## src/rtl/ddr3_cmd_sched.sv

```systemverilog
// DDR3 command scheduler: round-robin RD/WR arbitration with postponable periodic refresh.
// Latency: selection in ARB is registered, so a command is presented one cycle after arbitration; grants are combinational with the transfer.
// Backpressure: a presented command holds cmd_valid/cmd_type until cmd_ready; no re-arbitration while waiting.
module ddr3_cmd_sched #(
    parameter int TREFI        = 7800,
    parameter int TRFC         = 110,
    parameter int MAX_POSTPONE = 8
) (
    input  logic       clk,
    input  logic       reset,
    input  logic       init_done,
    input  logic       rd_req,
    input  logic       wr_req,
    input  logic       cmd_ready,
    output logic       cmd_valid,
    output logic [1:0] cmd_type,
    output logic       rd_gnt,
    output logic       wr_gnt,
    output logic       ref_busy,
    output logic [3:0] pending_cnt,
    output logic       ref_overflow
);

    localparam int             ICW   = (TREFI > 1) ? $clog2(TREFI) : 1;
    localparam int             RCW   = $clog2(TRFC + 1);
    localparam logic [ICW-1:0] IMAX  = ICW'(TREFI - 1);
    localparam logic [RCW-1:0] RLOAD = RCW'(TRFC - 1);
    localparam logic [3:0]     PMAX  = 4'(MAX_POSTPONE);

    localparam logic [1:0] C_NOP = 2'b00;
    localparam logic [1:0] C_RD  = 2'b01;
    localparam logic [1:0] C_WR  = 2'b10;
    localparam logic [1:0] C_REF = 2'b11;

    typedef enum logic [1:0] {S_WAIT_INIT, S_ARB, S_ISSUE, S_REF_WAIT} state_t;

    state_t         r_state;
    state_t         w_state_nxt;
    logic [ICW-1:0] r_int_cnt;
    logic [RCW-1:0] r_rfc_cnt;
    logic [1:0]     r_cmd;
    logic           r_prio_wr;
    logic [3:0]     r_pend;
    logic           r_ovf;
    logic [1:0]     w_sel;
    logic           w_tick;
    logic           w_xfer;
    logic           w_ref_xfer;

    assign w_tick     = (r_state != S_WAIT_INIT) && (r_int_cnt == IMAX);
    assign w_xfer     = (r_state == S_ISSUE) && cmd_ready;
    assign w_ref_xfer = w_xfer && (r_cmd == C_REF);

    // Arbitration: forced refresh, then round-robin RD/WR, then opportunistic refresh.
    always_comb begin
        w_sel = C_NOP;
        if (r_pend == PMAX)
            w_sel = C_REF;
        else if (rd_req && wr_req)
            w_sel = r_prio_wr ? C_WR : C_RD;
        else if (rd_req)
            w_sel = C_RD;
        else if (wr_req)
            w_sel = C_WR;
        else if (r_pend != 4'd0)
            w_sel = C_REF;
    end

    // Next-state logic.
    always_comb begin
        w_state_nxt = r_state;
        case (r_state)
            S_WAIT_INIT: if (init_done) w_state_nxt = S_ARB;
            S_ARB:       if (w_sel != C_NOP) w_state_nxt = S_ISSUE;
            S_ISSUE:     if (cmd_ready) w_state_nxt = (r_cmd == C_REF) ? S_REF_WAIT : S_ARB;
            S_REF_WAIT:  if (r_rfc_cnt == '0) w_state_nxt = S_ARB;
            default:     w_state_nxt = S_WAIT_INIT;
        endcase
    end

    // State register.
    always_ff @(posedge clk) begin
        if (reset) r_state <= S_WAIT_INIT;
        else       r_state <= w_state_nxt;
    end

    // Refresh interval counter: frozen at zero until init completes, then free-running.
    always_ff @(posedge clk) begin
        if (reset || r_state == S_WAIT_INIT) r_int_cnt <= '0;
        else if (r_int_cnt == IMAX)          r_int_cnt <= '0;
        else                                 r_int_cnt <= r_int_cnt + 1'b1;
    end

    // Latch the selected command and track which requester was served last.
    always_ff @(posedge clk) begin
        if (reset) begin
            r_cmd     <= C_NOP;
            r_prio_wr <= 1'b0;
        end else begin
            if (r_state == S_ARB && w_sel != C_NOP) r_cmd <= w_sel;
            if (w_xfer && r_cmd == C_RD) r_prio_wr <= 1'b1;
            if (w_xfer && r_cmd == C_WR) r_prio_wr <= 1'b0;
        end
    end

    // Refresh recovery timer: loaded on REF transfer, REF_WAIT lasts TRFC cycles.
    always_ff @(posedge clk) begin
        if (reset)                                         r_rfc_cnt <= '0;
        else if (w_ref_xfer)                               r_rfc_cnt <= RLOAD;
        else if (r_state == S_REF_WAIT && r_rfc_cnt != '0) r_rfc_cnt <= r_rfc_cnt - 1'b1;
    end

    // Owed-refresh accounting; a tick and a REF transfer together cancel out.
    always_ff @(posedge clk) begin
        if (reset) begin
            r_pend <= 4'd0;
            r_ovf  <= 1'b0;
        end else begin
            if (w_tick && r_pend == PMAX) r_ovf <= 1'b1;
            if (w_tick && !w_ref_xfer && r_pend != PMAX) r_pend <= r_pend + 4'd1;
            else if (w_ref_xfer && !w_tick)              r_pend <= r_pend - 4'd1;
        end
    end

    // Outputs; command and grants are suppressed in a reset cycle.
    always_comb begin
        cmd_valid    = !reset && (r_state == S_ISSUE);
        cmd_type     = cmd_valid ? r_cmd : C_NOP;
        rd_gnt       = cmd_valid && cmd_ready && (r_cmd == C_RD);
        wr_gnt       = cmd_valid && cmd_ready && (r_cmd == C_WR);
        ref_busy     = (r_state == S_REF_WAIT);
        pending_cnt  = r_pend;
        ref_overflow = r_ovf;
    end

endmodule

```

## config.mk

```make
export PLATFORM = sky130hd
export DESIGN_NAME = ddr3_cmd_sched
export DESIGN_NICKNAME = d
export VERILOG_FILES = /design/src/rtl/ddr3_cmd_sched.sv
export SDC_FILE = /design/constraint.sdc
export NUM_CORES = 1
export LEC_CHECK = 0
export CAP_MARGIN = 20
export CORE_MARGIN = 10
export CORE_UTILIZATION = 50
export CTS_CLUSTER_DIAMETER = 200
export DETAILED_ROUTE_END_ITERATION = 10
export DONT_BUFFER_PORTS = 1
export PLACE_DENSITY = 0.67
export SETUP_SLACK_MARGIN = 0.4
export SYNTH_ARGS = -nofsm -noshare
export SYNTH_HDL_FRONTEND = slang
export SYNTH_SLANG_ARGS = --single-unit
```

## constraint.sdc

```tcl
create_clock -name clk -period 3.9 [get_ports clk]
set_clock_uncertainty 0.1 [all_clocks]
set_input_delay 0.585 -clock clk [delete_from_list [all_inputs] [get_ports clk]]
set_output_delay 0.585 -clock clk [all_outputs]
set_load 0.02 [all_outputs]
```

==> reports/metrics.yaml <==
pre_cts_ws_ns: 0.964
netlist_area_um2: 1610
layout.cells.non_filler: 231
combPwrFrac: 0.083
crit_path_top_delay_cell: "nor3b_1"
cts_root_buf: "clkbuf_4"
final-setup-viol-count: 0
final_cell_area_um2: 1700
tritoncts: "built"
postRouteAntennaNets: 0
startpoint_type: "register"
sw_frac_of_total: 0.256
dr.first_iter.drc_count: 45
setup-tns-final_ns: 0
fin_util: 0.552
worst_r2r_startpoint: "pending_cnt[3]"
tightest_slew_ns: 0.713
dp.cells: 222
synth_area_per_cell_um2: 8.85
grt_first_pass_wirelength_mm: 5.42
diodes: 0
dieArea_um2: 5890
grt_usage: 0.113
multiInputGateArea_um2: 930
antenna_found_initial: 0
p_int_mw: 0.421
viasPerCell: 5.42
critPathKind: "register to primary output"
p_sw_mw: 0.145
yosysSeqAreaShare: 0.373
cellPowerDensity_nw_per_um2: 333
ys_async_sr_fraction: 0
ir_worst_vdd_mv: 0.207
grt-ovfl-total: 0
critical_path_arrival_ns: 2.31
holdBufCountCts: 0
critPathCaptureType: "primary output"
path_clk_slew_ns: 0.10
clk_path_buf_depth: 2
path_max_fanout: 6
cts_sinks: 30
power_mw: 0.565
portBuffers: 0
leakage_nw: 0.603
relSlewSlack: 0.524
drt_pass1_iterations: 4
area_delta_synth_final_pct: 5.43
synth.distinct_cells: 42
drc_errors: 0
hold_slack_ns: 0.196
via_count: 1251
crit_required_ns: 3.21
seq_power_share: 0.571
hold_violations: 0
cpLargestDelayFamily: "simple AND/OR/NAND/NOR gates"
crit_path_start: "r_state[0]"
die-width_um: 76.8
drive_gt1_frac: 0.0802
place.gp.congestion: 0.780
ys_top_cells_by_area: "dfxtp_1, ha_1, nor2_1"
hpwlAfterDp_mm: 2.45
slew_violations: 0
hold_start: "reset"
final_net_count: 203
synth_nets: 199
die_height_um: 76.8
min_period_ns: 3.00
start_util: 0.524
critPathMostFrequentCell: "inv_1"
cts_resized: 0
setup_ws_ns: 0.904
ys_ff_latch: 30
cp_cell_sequence: "inv_1 -> ha_1 -> inv_1 -> nor2_1 -> nand2_1 -> nor3b_1"
grt_pass1_vias: 1208
yosys.area.top_type: "dfxtp_1"
synth_warnings: 0
path_buf_inv: 2
num_rows: 20
clock_latency_ns: 0.34
fmax_mhz: 334
postPlaceCellArea_um2: 1630
n_fill_cell: 298
coreArea_um2: 3080
rsz0062_at_grt: "no"
cts_made_buffers: 5
synth_top_cell_area_share: 0.373
status: "finished clean"
htreeDepth: 2
ys.flop_type: "dfxtp_1"
power.share.clock: 0.346
min_period_over_period: 0.768
ioPinCount: 17
postSynthCellCount: 182
min_path_type: "input port to register"
grt_max_degree: 21
cap_viol_max_count: 0
synth_edf_count: 0
routed_wl_mm: 3.25
post_drt_wl_per_cell_um: 14.1
cts_setup_buffers: 0
seq_area_um2: 601
crit_path_max_incr_delay_ns: 0.63
==> power by group through the flow <==
| stage | combinational (mW) | clock, mW | sequential, mW |
|---|---|---|---|
| final | 0.0469 | 0.196 | 0.323 |
| after global routing | 0.0552 | 0.213 | 0.325 |
| after CTS | 0.0458 | 0.203 | 0.323 |
| after detailed placement | 0.0453 | 0 | 0.330 |
| after global placement | 0.0444 | 0 | 0.329 |
| after floorplan | 0.0448 | 0 | 0.325 |
==> worst paths after layout <==
check	slack, ns	cells past startpoint	to
worst max-delay path	0.90	6	rd_gnt
worst min-delay path	0.20	1	r_rfc_cnt[0]
worst max register to register	0.96	8	pending_cnt[3]
worst min register to register	0.37	1	r_int_cnt[0]
==> cells in the final DEF, fill, tap and decap left out, types with 2 or more instances in the layout <==
| cell type | synthesis | routed |
|---|---|---|
| o21ai_0 | 3 | 3 |
| xnor2_1 | 7 | 7 |
| and2_1 | 2 | 2 |
| a311oi_1 | 2 | 2 |
| nor3_1 | 4 | 4 |
| a21oi_1 | 12 | 12 |
| a211oi_1 | 2 | 2 |
| nand3_1 | 7 | 7 |
| ha_1 | 10 | 10 |
| and3_1 | 5 | 5 |
| clkbuf_4 | 0 | 5 |
| xor2_1 | 9 | 9 |
| nor3b_1 | 2 | 2 |
| a31oi_1 | 3 | 3 |
| nand3b_1 | 4 | 4 |
| nand2_1 | 13 | 13 |
| inv_1 | 11 | 11 |
| mux2i_1 | 3 | 3 |
| dfxtp_1 | 30 | 30 |
| nor2_1 | 28 | 28 |
==> routing by layer <==
layer	track usage	up-vias	wire [um]
met5	0	-	0
met4	0.0669	0	71
met3	0.0524	7	242
met2	0.185	18	1590
met1	0.115	590	1350
li1	-	636	-
==> state kept, by name, summed over array words and instances (netlist names) <==
register / flops
pending_cnt: 4
r_cmd: 2
r_int_cnt: 13
r_prio_wr: 1
ref_overflow: 1
r_state: 2
r_rfc_cnt: 7
==> cells in the mapped netlist, types with 2 or more instances <==
master,count
xor2_1,9
nor3_1,4
a31oi_1,3
inv_1,11
clkbuf_1,2
nand3_1,7
dfxtp_1,30
ha_1,10
nand2_1,13
xnor2_1,7
nand3b_1,4
a211oi_1,2
and2_1,2
o21ai_0,3
nor2_1,28
nor3b_1,2
and3_1,5
mux2i_1,3
a21oi_1,12
clkbuf_8,2
a311oi_1,2
==> cell families after synthesis <==
kind of cell             Yosys count  share of synthesized area
AO/OA/AOI/OAI                     30                      0.127
AND/OR/NAND/NOR                   75                      0.247
adder cells (fa/ha/maj)           11                     0.0901
XOR/XNOR                          16                     0.0870
buffers and inverters             16                     0.0505
multiplexers                       4                     0.0256
flip-flops                        30                      0.373
==> area by class of cell <==
type	instances	share of cell area
Clock buffer	7	0.0324
Timing Repair Buffer	2	0.00736
Inverter	11	0.0243
Clock inverter	1	0.00295
Sequential cell	30	0.353
Tap cell	44	0.0324
Multi-Input combinational cell	136	0.547
Note: power is estimated with default switching activity, not from simulation.
